### src/rtl/core_sequencer_if.sv
// Job/config and core-control bundle between a host and core_sequencer.
// Build option SEQ_PERF_EN adds the perf_cycles/perf_stalls counters to the bundle.
interface core_sequencer_if #(
  parameter int NIJ_W = 5,
  parameter int KIJ_W = 4
);
  logic             start;
  logic             cfg_mode;
  logic             cfg_relu;
  logic [1:0]       cfg_tile;
  logic [NIJ_W-1:0] cfg_nij;
  logic [KIJ_W-1:0] cfg_kij;
  logic [10:0]      cfg_wbase;
  logic [10:0]      cfg_xbase;
  logic [10:0]      cfg_pbase;
  logic             ofifo_valid;
  logic [33:0]      inst;
  logic             mode;
  logic             sel;
  logic [1:0]       tile;
  logic             relu;
  logic             busy;
  logic             done;
`ifdef SEQ_PERF_EN
  logic [31:0]      perf_cycles;
  logic [15:0]      perf_stalls;

  modport master (
    output start, cfg_mode, cfg_relu, cfg_tile, cfg_nij, cfg_kij,
    output cfg_wbase, cfg_xbase, cfg_pbase, ofifo_valid,
    input  inst, mode, sel, tile, relu, busy, done, perf_cycles, perf_stalls
  );
  modport slave (
    input  start, cfg_mode, cfg_relu, cfg_tile, cfg_nij, cfg_kij,
    input  cfg_wbase, cfg_xbase, cfg_pbase, ofifo_valid,
    output inst, mode, sel, tile, relu, busy, done, perf_cycles, perf_stalls
  );
`else
  modport master (
    output start, cfg_mode, cfg_relu, cfg_tile, cfg_nij, cfg_kij,
    output cfg_wbase, cfg_xbase, cfg_pbase, ofifo_valid,
    input  inst, mode, sel, tile, relu, busy, done
  );
  modport slave (
    input  start, cfg_mode, cfg_relu, cfg_tile, cfg_nij, cfg_kij,
    input  cfg_wbase, cfg_xbase, cfg_pbase, ofifo_valid,
    output inst, mode, sel, tile, relu, busy, done
  );
`endif
endinterface

### src/rtl/core_sequencer.sv
// Per-job instruction sequencer: WLD -> WPUSH -> XLD -> EXEC -> DRAIN per kij, psum banks ping-pong.
// Build option SEQ_PERF_EN adds busy-cycle and drain-stall counters.
module core_sequencer #(
  parameter int ROW   = 2,
  parameter int COL   = 2,
  parameter int NIJ_W = 5,
  parameter int KIJ_W = 4
) (
  input logic             clk,
  input logic             reset,
  core_sequencer_if.slave bus
);
  localparam int CNT_W = $clog2((1 << NIJ_W) + ROW + COL);
  localparam logic [CNT_W-1:0] CNT_ONE   = CNT_W'(1);
  localparam logic [CNT_W-1:0] WLD_LAST  = CNT_W'(ROW);
  localparam logic [CNT_W-1:0] PUSH_LAST = CNT_W'(ROW + COL - 1);
  localparam logic [CNT_W-1:0] SKEW      = CNT_W'(ROW + COL - 1);
  localparam logic [10:0]      ROW_A     = 11'(ROW);
  localparam logic [NIJ_W-1:0] N_ONE     = NIJ_W'(1);
  localparam logic [KIJ_W-1:0] K_ONE     = KIJ_W'(1);

  typedef enum logic [2:0] {
    S_IDLE, S_WLD, S_WPUSH, S_XLD, S_EXEC, S_DRAIN, S_FIN
  } state_t;

  state_t           state_q, state_d;
  logic [CNT_W-1:0] cnt_q, cnt_d;
  logic [NIJ_W-1:0] wr_q, wr_d;
  logic [KIJ_W-1:0] kij_q, kij_d;
  logic [NIJ_W-1:0] n_q;
  logic [KIJ_W-1:0] k_q;
  logic [10:0]      wbase_q, xbase_q, pbase_q;
  logic             mode_q, relu_cfg_q;
  logic [1:0]       tile_q;
  logic [33:0]      inst_q, inst_d;
  logic             sel_q, sel_d, relu_q, relu_d, busy_q, busy_d, done_q, done_d;
  logic [CNT_W-1:0] n_ext;
  logic             last_kij, take_start, active;

  logic        acc, cen_p, wen_p, cen_x, ofifo_rd, l0_rd, l0_wr, exec_en, load_en;
  logic [10:0] a_p, a_x;

  assign n_ext      = CNT_W'(n_q);
  assign last_kij   = (kij_q == k_q - K_ONE);
  assign take_start = (state_q == S_IDLE) && bus.start;
  assign active     = state_q inside {S_WLD, S_WPUSH, S_XLD, S_EXEC, S_DRAIN};

  always_ff @(posedge clk) begin
    if (reset) begin
      state_q <= S_IDLE;
      cnt_q   <= '0;
      wr_q    <= '0;
      kij_q   <= '0;
    end else begin
      state_q <= state_d;
      cnt_q   <= cnt_d;
      wr_q    <= wr_d;
      kij_q   <= kij_d;
    end
  end

  always_ff @(posedge clk) begin
    if (reset) begin
      n_q        <= '0;
      k_q        <= '0;
      wbase_q    <= '0;
      xbase_q    <= '0;
      pbase_q    <= '0;
      mode_q     <= 1'b0;
      relu_cfg_q <= 1'b0;
      tile_q     <= '0;
    end else if (take_start) begin
      n_q        <= bus.cfg_nij;
      k_q        <= bus.cfg_kij;
      wbase_q    <= bus.cfg_wbase;
      xbase_q    <= bus.cfg_xbase;
      pbase_q    <= bus.cfg_pbase;
      mode_q     <= bus.cfg_mode;
      relu_cfg_q <= bus.cfg_relu;
      tile_q     <= bus.cfg_tile;
    end
  end

  always_comb begin
    state_d = state_q;
    cnt_d   = cnt_q + CNT_ONE;
    wr_d    = wr_q;
    kij_d   = kij_q;
    unique case (state_q)
      S_IDLE: begin
        cnt_d = '0;
        if (bus.start) begin
          state_d = S_WLD;
          kij_d   = '0;
          wr_d    = '0;
        end
      end
      S_WLD:   if (cnt_q == WLD_LAST)     begin state_d = S_WPUSH; cnt_d = '0; end
      S_WPUSH: if (cnt_q == PUSH_LAST)    begin state_d = S_XLD;   cnt_d = '0; end
      S_XLD:   if (cnt_q == n_ext)        begin state_d = S_EXEC;  cnt_d = '0; end
      S_EXEC:  if (cnt_q == n_ext + SKEW) begin state_d = S_DRAIN; cnt_d = '0; end
      S_DRAIN: begin
        cnt_d = '0;
        if (bus.ofifo_valid) begin
          wr_d = wr_q + N_ONE;
          if (wr_q == n_q - N_ONE) begin
            wr_d = '0;
            if (last_kij) begin
              state_d = S_FIN;
            end else begin
              state_d = S_WLD;
              kij_d   = kij_q + K_ONE;
            end
          end
        end
      end
      S_FIN: begin
        state_d = S_IDLE;
        cnt_d   = '0;
      end
      default: state_d = S_IDLE;
    endcase
  end

  // Decoded from the current state and registered, so the inst stream trails the FSM by one cycle.
  always_comb begin
    acc      = 1'b0;
    cen_p    = 1'b1;
    wen_p    = 1'b1;
    a_p      = '0;
    cen_x    = 1'b1;
    a_x      = '0;
    ofifo_rd = 1'b0;
    l0_rd    = 1'b0;
    l0_wr    = 1'b0;
    exec_en  = 1'b0;
    load_en  = 1'b0;
    relu_d   = 1'b0;
    busy_d   = active;
    done_d   = (state_q == S_FIN);
    sel_d    = active ? kij_q[0] : sel_q;
    unique case (state_q)
      S_WLD: begin
        if (cnt_q != WLD_LAST) begin
          cen_x = 1'b0;
          a_x   = wbase_q + 11'(kij_q) * ROW_A + 11'(cnt_q);
        end
        l0_wr = (cnt_q != '0);
      end
      S_WPUSH: begin
        l0_rd   = 1'b1;
        load_en = 1'b1;
      end
      S_XLD: begin
        if (cnt_q != n_ext) begin
          cen_x = 1'b0;
          a_x   = xbase_q + 11'(cnt_q);
        end
        l0_wr = (cnt_q != '0);
      end
      S_EXEC: begin
        l0_rd   = 1'b1;
        exec_en = 1'b1;
      end
      S_DRAIN: begin
        acc    = (kij_q != '0);
        relu_d = relu_cfg_q && last_kij;
        if (bus.ofifo_valid) begin
          ofifo_rd = 1'b1;
          cen_p    = 1'b0;
          wen_p    = 1'b0;
          a_p      = pbase_q + 11'(wr_q);
        end
      end
      default: ;
    endcase
    inst_d = {acc, cen_p, wen_p, a_p, cen_x, 1'b1, a_x, ofifo_rd, 2'b00,
              l0_rd, l0_wr, exec_en, load_en};
  end

  always_ff @(posedge clk) begin
    if (reset) begin
      inst_q <= {1'b0, 1'b1, 1'b1, 11'd0, 1'b1, 1'b1, 18'd0};
      sel_q  <= 1'b0;
      relu_q <= 1'b0;
      busy_q <= 1'b0;
      done_q <= 1'b0;
    end else begin
      inst_q <= inst_d;
      sel_q  <= sel_d;
      relu_q <= relu_d;
      busy_q <= busy_d;
      done_q <= done_d;
    end
  end

  assign bus.inst = inst_q;
  assign bus.mode = mode_q;
  assign bus.sel  = sel_q;
  assign bus.tile = tile_q;
  assign bus.relu = relu_q;
  assign bus.busy = busy_q;
  assign bus.done = done_q;

`ifdef SEQ_PERF_EN
  logic [31:0] perf_cyc_q;
  logic [15:0] perf_stall_q;

  always_ff @(posedge clk) begin
    if (reset || take_start) begin
      perf_cyc_q   <= '0;
      perf_stall_q <= '0;
    end else begin
      if (active) perf_cyc_q <= perf_cyc_q + 32'd1;
      if (state_q == S_DRAIN && !bus.ofifo_valid) perf_stall_q <= perf_stall_q + 16'd1;
    end
  end

  assign bus.perf_cycles = perf_cyc_q;
  assign bus.perf_stalls = perf_stall_q;
`endif
endmodule
### src/flat_wrapper.sv
// flat-port wrapper written by rule: the top's interface ports become plain ports
module core_sequencer_flat 
#(
  parameter int ROW   = 2,
  parameter int COL   = 2,
  parameter int NIJ_W = 5,
  parameter int KIJ_W = 4
)
  (clk, reset, bus_start, bus_cfg_mode, bus_cfg_relu, bus_cfg_tile, bus_cfg_nij, bus_cfg_kij, bus_cfg_wbase, bus_cfg_xbase, bus_cfg_pbase, bus_ofifo_valid, bus_inst, bus_mode, bus_sel, bus_tile, bus_relu, bus_busy, bus_done);
  core_sequencer_if #(.NIJ_W(NIJ_W), .KIJ_W(KIJ_W)) bus_i ();
  input logic clk;
  input logic reset;
  input wire logic [$bits(bus_i.start)-1:0] bus_start;
  input wire logic [$bits(bus_i.cfg_mode)-1:0] bus_cfg_mode;
  input wire logic [$bits(bus_i.cfg_relu)-1:0] bus_cfg_relu;
  input wire logic [$bits(bus_i.cfg_tile)-1:0] bus_cfg_tile;
  input wire logic [$bits(bus_i.cfg_nij)-1:0] bus_cfg_nij;
  input wire logic [$bits(bus_i.cfg_kij)-1:0] bus_cfg_kij;
  input wire logic [$bits(bus_i.cfg_wbase)-1:0] bus_cfg_wbase;
  input wire logic [$bits(bus_i.cfg_xbase)-1:0] bus_cfg_xbase;
  input wire logic [$bits(bus_i.cfg_pbase)-1:0] bus_cfg_pbase;
  input wire logic [$bits(bus_i.ofifo_valid)-1:0] bus_ofifo_valid;
  output wire logic [$bits(bus_i.inst)-1:0] bus_inst;
  output wire logic [$bits(bus_i.mode)-1:0] bus_mode;
  output wire logic [$bits(bus_i.sel)-1:0] bus_sel;
  output wire logic [$bits(bus_i.tile)-1:0] bus_tile;
  output wire logic [$bits(bus_i.relu)-1:0] bus_relu;
  output wire logic [$bits(bus_i.busy)-1:0] bus_busy;
  output wire logic [$bits(bus_i.done)-1:0] bus_done;
  assign bus_i.start = bus_start;
  assign bus_i.cfg_mode = bus_cfg_mode;
  assign bus_i.cfg_relu = bus_cfg_relu;
  assign bus_i.cfg_tile = bus_cfg_tile;
  assign bus_i.cfg_nij = bus_cfg_nij;
  assign bus_i.cfg_kij = bus_cfg_kij;
  assign bus_i.cfg_wbase = bus_cfg_wbase;
  assign bus_i.cfg_xbase = bus_cfg_xbase;
  assign bus_i.cfg_pbase = bus_cfg_pbase;
  assign bus_i.ofifo_valid = bus_ofifo_valid;
  assign bus_inst = bus_i.inst;
  assign bus_mode = bus_i.mode;
  assign bus_sel = bus_i.sel;
  assign bus_tile = bus_i.tile;
  assign bus_relu = bus_i.relu;
  assign bus_busy = bus_i.busy;
  assign bus_done = bus_i.done;
  core_sequencer #(.ROW(ROW), .COL(COL), .NIJ_W(NIJ_W), .KIJ_W(KIJ_W)) u_core (.clk(clk), .reset(reset), .bus(bus_i));
endmodule
### config.mk
export PLATFORM = sky130hd
export DESIGN_NAME = core_sequencer_flat
export DESIGN_NICKNAME = d
export VERILOG_FILES = /design/src/rtl/core_sequencer_if.sv /design/src/rtl/core_sequencer.sv /design/src/flat_wrapper.sv
export SDC_FILE = /design/constraint.sdc
export NUM_CORES = 1
export LEC_CHECK = 0
export CORE_AREA = 8 8 109 111
export DETAILED_ROUTE_END_ITERATION = 8
export DIE_AREA = 0 0 117 119
export GPL_TIMING_DRIVEN = 0
export PLACE_DENSITY = 0.75
export SYNTH_ARGS = -nofsm -noshare
export SYNTH_HDL_FRONTEND = slang
export SYNTH_SLANG_ARGS = --single-unit
### constraint.sdc
create_clock -name clk -period 3.3 [get_ports clk]
set_input_delay 0.66 -clock clk [delete_from_list [all_inputs] [get_ports clk]]
set_output_delay 0.66 -clock clk [all_outputs]
set_load 0.01 [all_outputs]
==> impl_metrics.json <==
{
  "antenna_found_initial": 0,
  "fillCellCount": 923,
  "drt_iter0_drc": 233,
  "yosys-top-cells-count": "118 x nand2_1, 98 x dfxtp_1, 70 x a21oi_1",
  "wire_per_inst_um": 15.1,
  "fin_crit_ns": 2.81,
  "drv_slew": 0,
  "rsz0062_at_grt": "false",
  "dp_slack_ns": 0.128,
  "worstSetupPathType": "input pin to flop",
  "drv_cap": 0,
  "worst_setup_path_end_kind": "flop",
  "register_area_um2": 1960,
  "power.internal_mw": 2.32,
  "ant_nets": 0,
  "syn_area_um2": 4920,
  "cts.htree.levels": 3,
  "synth_top_cell_by_area": "dfxtp_1",
  "reg2reg_slack_ns": 0.51,
  "clk_pin_slew_ns": 0.09,
  "ys_seq_elements": 98,
  "first_pass_iters": 5,
  "max_stage_delay_ns": 0.80,
  "multi_input_area_um2": 2720,
  "syn_inst": 593,
  "design_area_um2": 6170,
  "die_h_um": 119,
  "synth_top_area_share_pct": 39.8,
  "gp_congestion": 0.852,
  "async_flop_share_pct": 0,
  "fin_skew_ns": 0.00888,
  "viasPerCell": 5.22,
  "syn_avg_cell_area_um2": 8.30,
  "overflow": 0,
  "path_depth": 6,
  "grtUsageTotal_pct": 18.5,
  "timing.critical_path.max_delay_family": "buffers and inverters",
  "start_util_pct": 48.8,
  "cp_data_required_time_ns": 3.60,
  "hold_buffers": 0,
  "synth_flop_cell": "dfxtp_1",
  "power_density_nw_per_um2": 593,
  "cts_root_buf": "clkbuf_8",
  "setup_violations": 0,
  "slowest_stage": "nor4b_1",
  "synth-edff-count": 0,
  "critPathCapture": "u_core.xbase_q[2]",
  "area_growth_pct": 25.4,
  "switching_share_pct": 36.5,
  "cts_buffers": 9,
  "p_sw_mw": 1.34,
  "final_nets": 776,
  "grt_pass1_wl_um": 20500,
  "worst-slew-pin-transition_ns": 0.969,
  "setup_tns_ns": 0,
  "fin_ws_ns": 0.488,
  "critPathBufInv": 3,
  "die_w_um": 117,
  "row_count": 37,
  "hold_path_class": "flop to flop",
  "critical_path.cell_chain": "clkdlybuf4s50_1 -> nor4b_1 -> clkbuf_1 -> buf_1 -> nand2_1 -> a21oi_1",
  "synth_most_common_cell": "nand2_1",
  "grt_max_degree": 16,
  "combinationalPowerShare_pct": 36.4,
  "cts_resized": 0,
  "pin_count": 91,
  "hold_viol_final": 0,
  "place_area_um2": 5970,
  "regToRegEndpoint": "u_core.bus.inst[16]",
  "power_frac_seq_pct": 40.9,
  "grt_pass1_vias": 4281,
  "cts.sinks": 98,
  "synthDistinctLibCells": 55,
  "leakage_nw": 2.41,
  "ys_seq_area_share_pct": 39.8,
  "outcome": "completed",
  "drt_wl_total_um": 12500,
  "yosysWarnings": 0,
  "worstReg2RegStart": "u_core.kij_q[0]",
  "clockBufferDepth": 2,
  "r2r_cells": 11,
  "fin_crit_sh_pct": 85.2,
  "vias": 4336,
  "p_clk_share_pct": 22.7,
  "die_area_um2": 13900,
  "drive_above_1_share_pct": 4.89,
  "cp_max_fo": 10,
  "cts_setup_buffers": 0,
  "slew-limit-headroom_pct": 34.5,
  "synthTopCellsByArea": "dfxtp_1 40%, nand2_1 9.0%, a21oi_1 7.1%",
  "io_buffers": 87,
  "cts_tree": "built",
  "critPathLaunch": "bus_start",
  "fmax_mhz": 356,
  "core_area_um2": 10100,
  "insertedDiodeCount": 0,
  "drc": 0,
  "dpl.hpwl_um": 9750,
  "startpoint_type": "input pin",
  "arrival_ns": 3.11,
  "ir_drop_uv": 275,
  "clk-insertion-delay-late_ns": 0.37
}
## cells in the final DEF (no fill, tap or decap), types with 2 or more instances in the layout
| cell type | instances |
|---|---|
| fa_1 | 7 |
| conb_1 | 3 |
| o21a_1 | 4 |
| o211ai_1 | 2 |
| nand2b_1 | 7 |
| o21bai_1 | 2 |
| o22ai_1 | 4 |
| buf_4 | 6 |
| bufinv_16 | 2 |
| a21o_1 | 4 |
| nand3b_1 | 5 |
| nor2b_1 | 6 |
| and2_1 | 3 |
| clkdlybuf4s50_1 | 87 |
| nor2_1 | 38 |
| inv_1 | 29 |
| xnor2_1 | 25 |
| and3_1 | 8 |
| a21boi_0 | 3 |
| a2111oi_2 | 2 |
| or3_1 | 3 |
| nor4_1 | 3 |
| nor3b_1 | 2 |
| nand2_1 | 118 |
| buf_2 | 3 |
| nand4_1 | 4 |
| a21oi_1 | 70 |
| a22oi_1 | 3 |
| o21ai_0 | 13 |
| clkbuf_8 | 9 |
| nor3_1 | 14 |
| xor2_1 | 25 |
| nand3_1 | 10 |
| dfxtp_1 | 98 |
| ha_1 | 27 |
| clkbuf_1 | 21 |
## worst min-delay path, cell delays in order, from the launching register on
cell     delay [ns]
dfxtp_1        0.32
nand2_1        0.05
nor2_1         0.04
## cells by family (layout without fill, tap and decap cells)
group	after synthesis	count (layout)	synth area share, %
muxes	1	1	0.203
buffers and inverters	60	161	5.11
adders and majority gates	34	34	9.71
AOI/OAI and AO/OA	120	120	15.0
and+or+nand+nor	227	227	20.8
xor gates and xnor gates	51	51	9.22
other	2	3	0.152
DFF	98	98	39.8
## power by group through the flow
stage / combinational [mW] / clock, mW / sequential [mW]
global route: 1.49 / 0.898 / 1.52
finish: 1.33 / 0.830 / 1.50
detailed placement: 1.32 / 0 / 1.52
CTS: 1.33 / 0.844 / 1.50
global placement: 1.28 / 0 / 1.51
floorplan: 0.932 / 0 / 1.50
## stage by stage
step	power, mW	cells	util, %	hold WS (ns)
global placement	2.79	817	59.1	0.417
floorplan	2.43	594	-	0.410
finish	3.66	831	61.2	0.433
CTS	3.67	831	61.2	0.434
detailed placement	2.84	817	59.1	0.430
global route	3.90	831	61.2	0.443
## area by class of cell
cell class / instances / share of cell area (%)
Sequential cell: 98 / 31.8
Inverter: 29 / 1.76
Clock buffer: 9 / 2.01
Buffer: 31 / 2.31
Clock inverter: 5 / 1.32
Multi-Input combinational cell: 436 / 44.0
Timing Repair Buffer: 87 / 14.1
Tap cell: 136 / 2.76
## flip-flops by register name, summed over array words and instances, names as in the netlist, 4 cells and up
name / count
u_core.pbase_q: 11
u_core.wbase_q: 11
u_core.cnt_q: 6
u_core.bus.inst: 30
u_core.k_q: 4
u_core.kij_q: 4
u_core.xbase_q: 11
u_core.n_q: 5
u_core.wr_q: 5
## worst min path at each step
stage | startpoint | endpoint | cells after the start
after floorplan | u_core.relu_cfg_q | u_core.bus.relu | 2
after global placement | u_core.relu_cfg_q | u_core.bus.relu | 2
after detailed placement | u_core.relu_cfg_q | u_core.bus.relu | 2
after CTS | u_core.relu_cfg_q | u_core.bus.relu | 2
after global routing | u_core.relu_cfg_q | u_core.bus.relu | 2
final | u_core.relu_cfg_q | u_core.bus.relu | 2
## per-layer routing
layer | global-route usage, % | share of wire, % | wire, um
met1 | 22.6 | 45 | 5640
met2 | 31.4 | 49 | 6190
met3 | 3.44 | 4.1 | 517
met4 | 6.57 | 1.6 | 201
met5 | 0 | 0 | 0
Power figures use the tool's default switching activity.
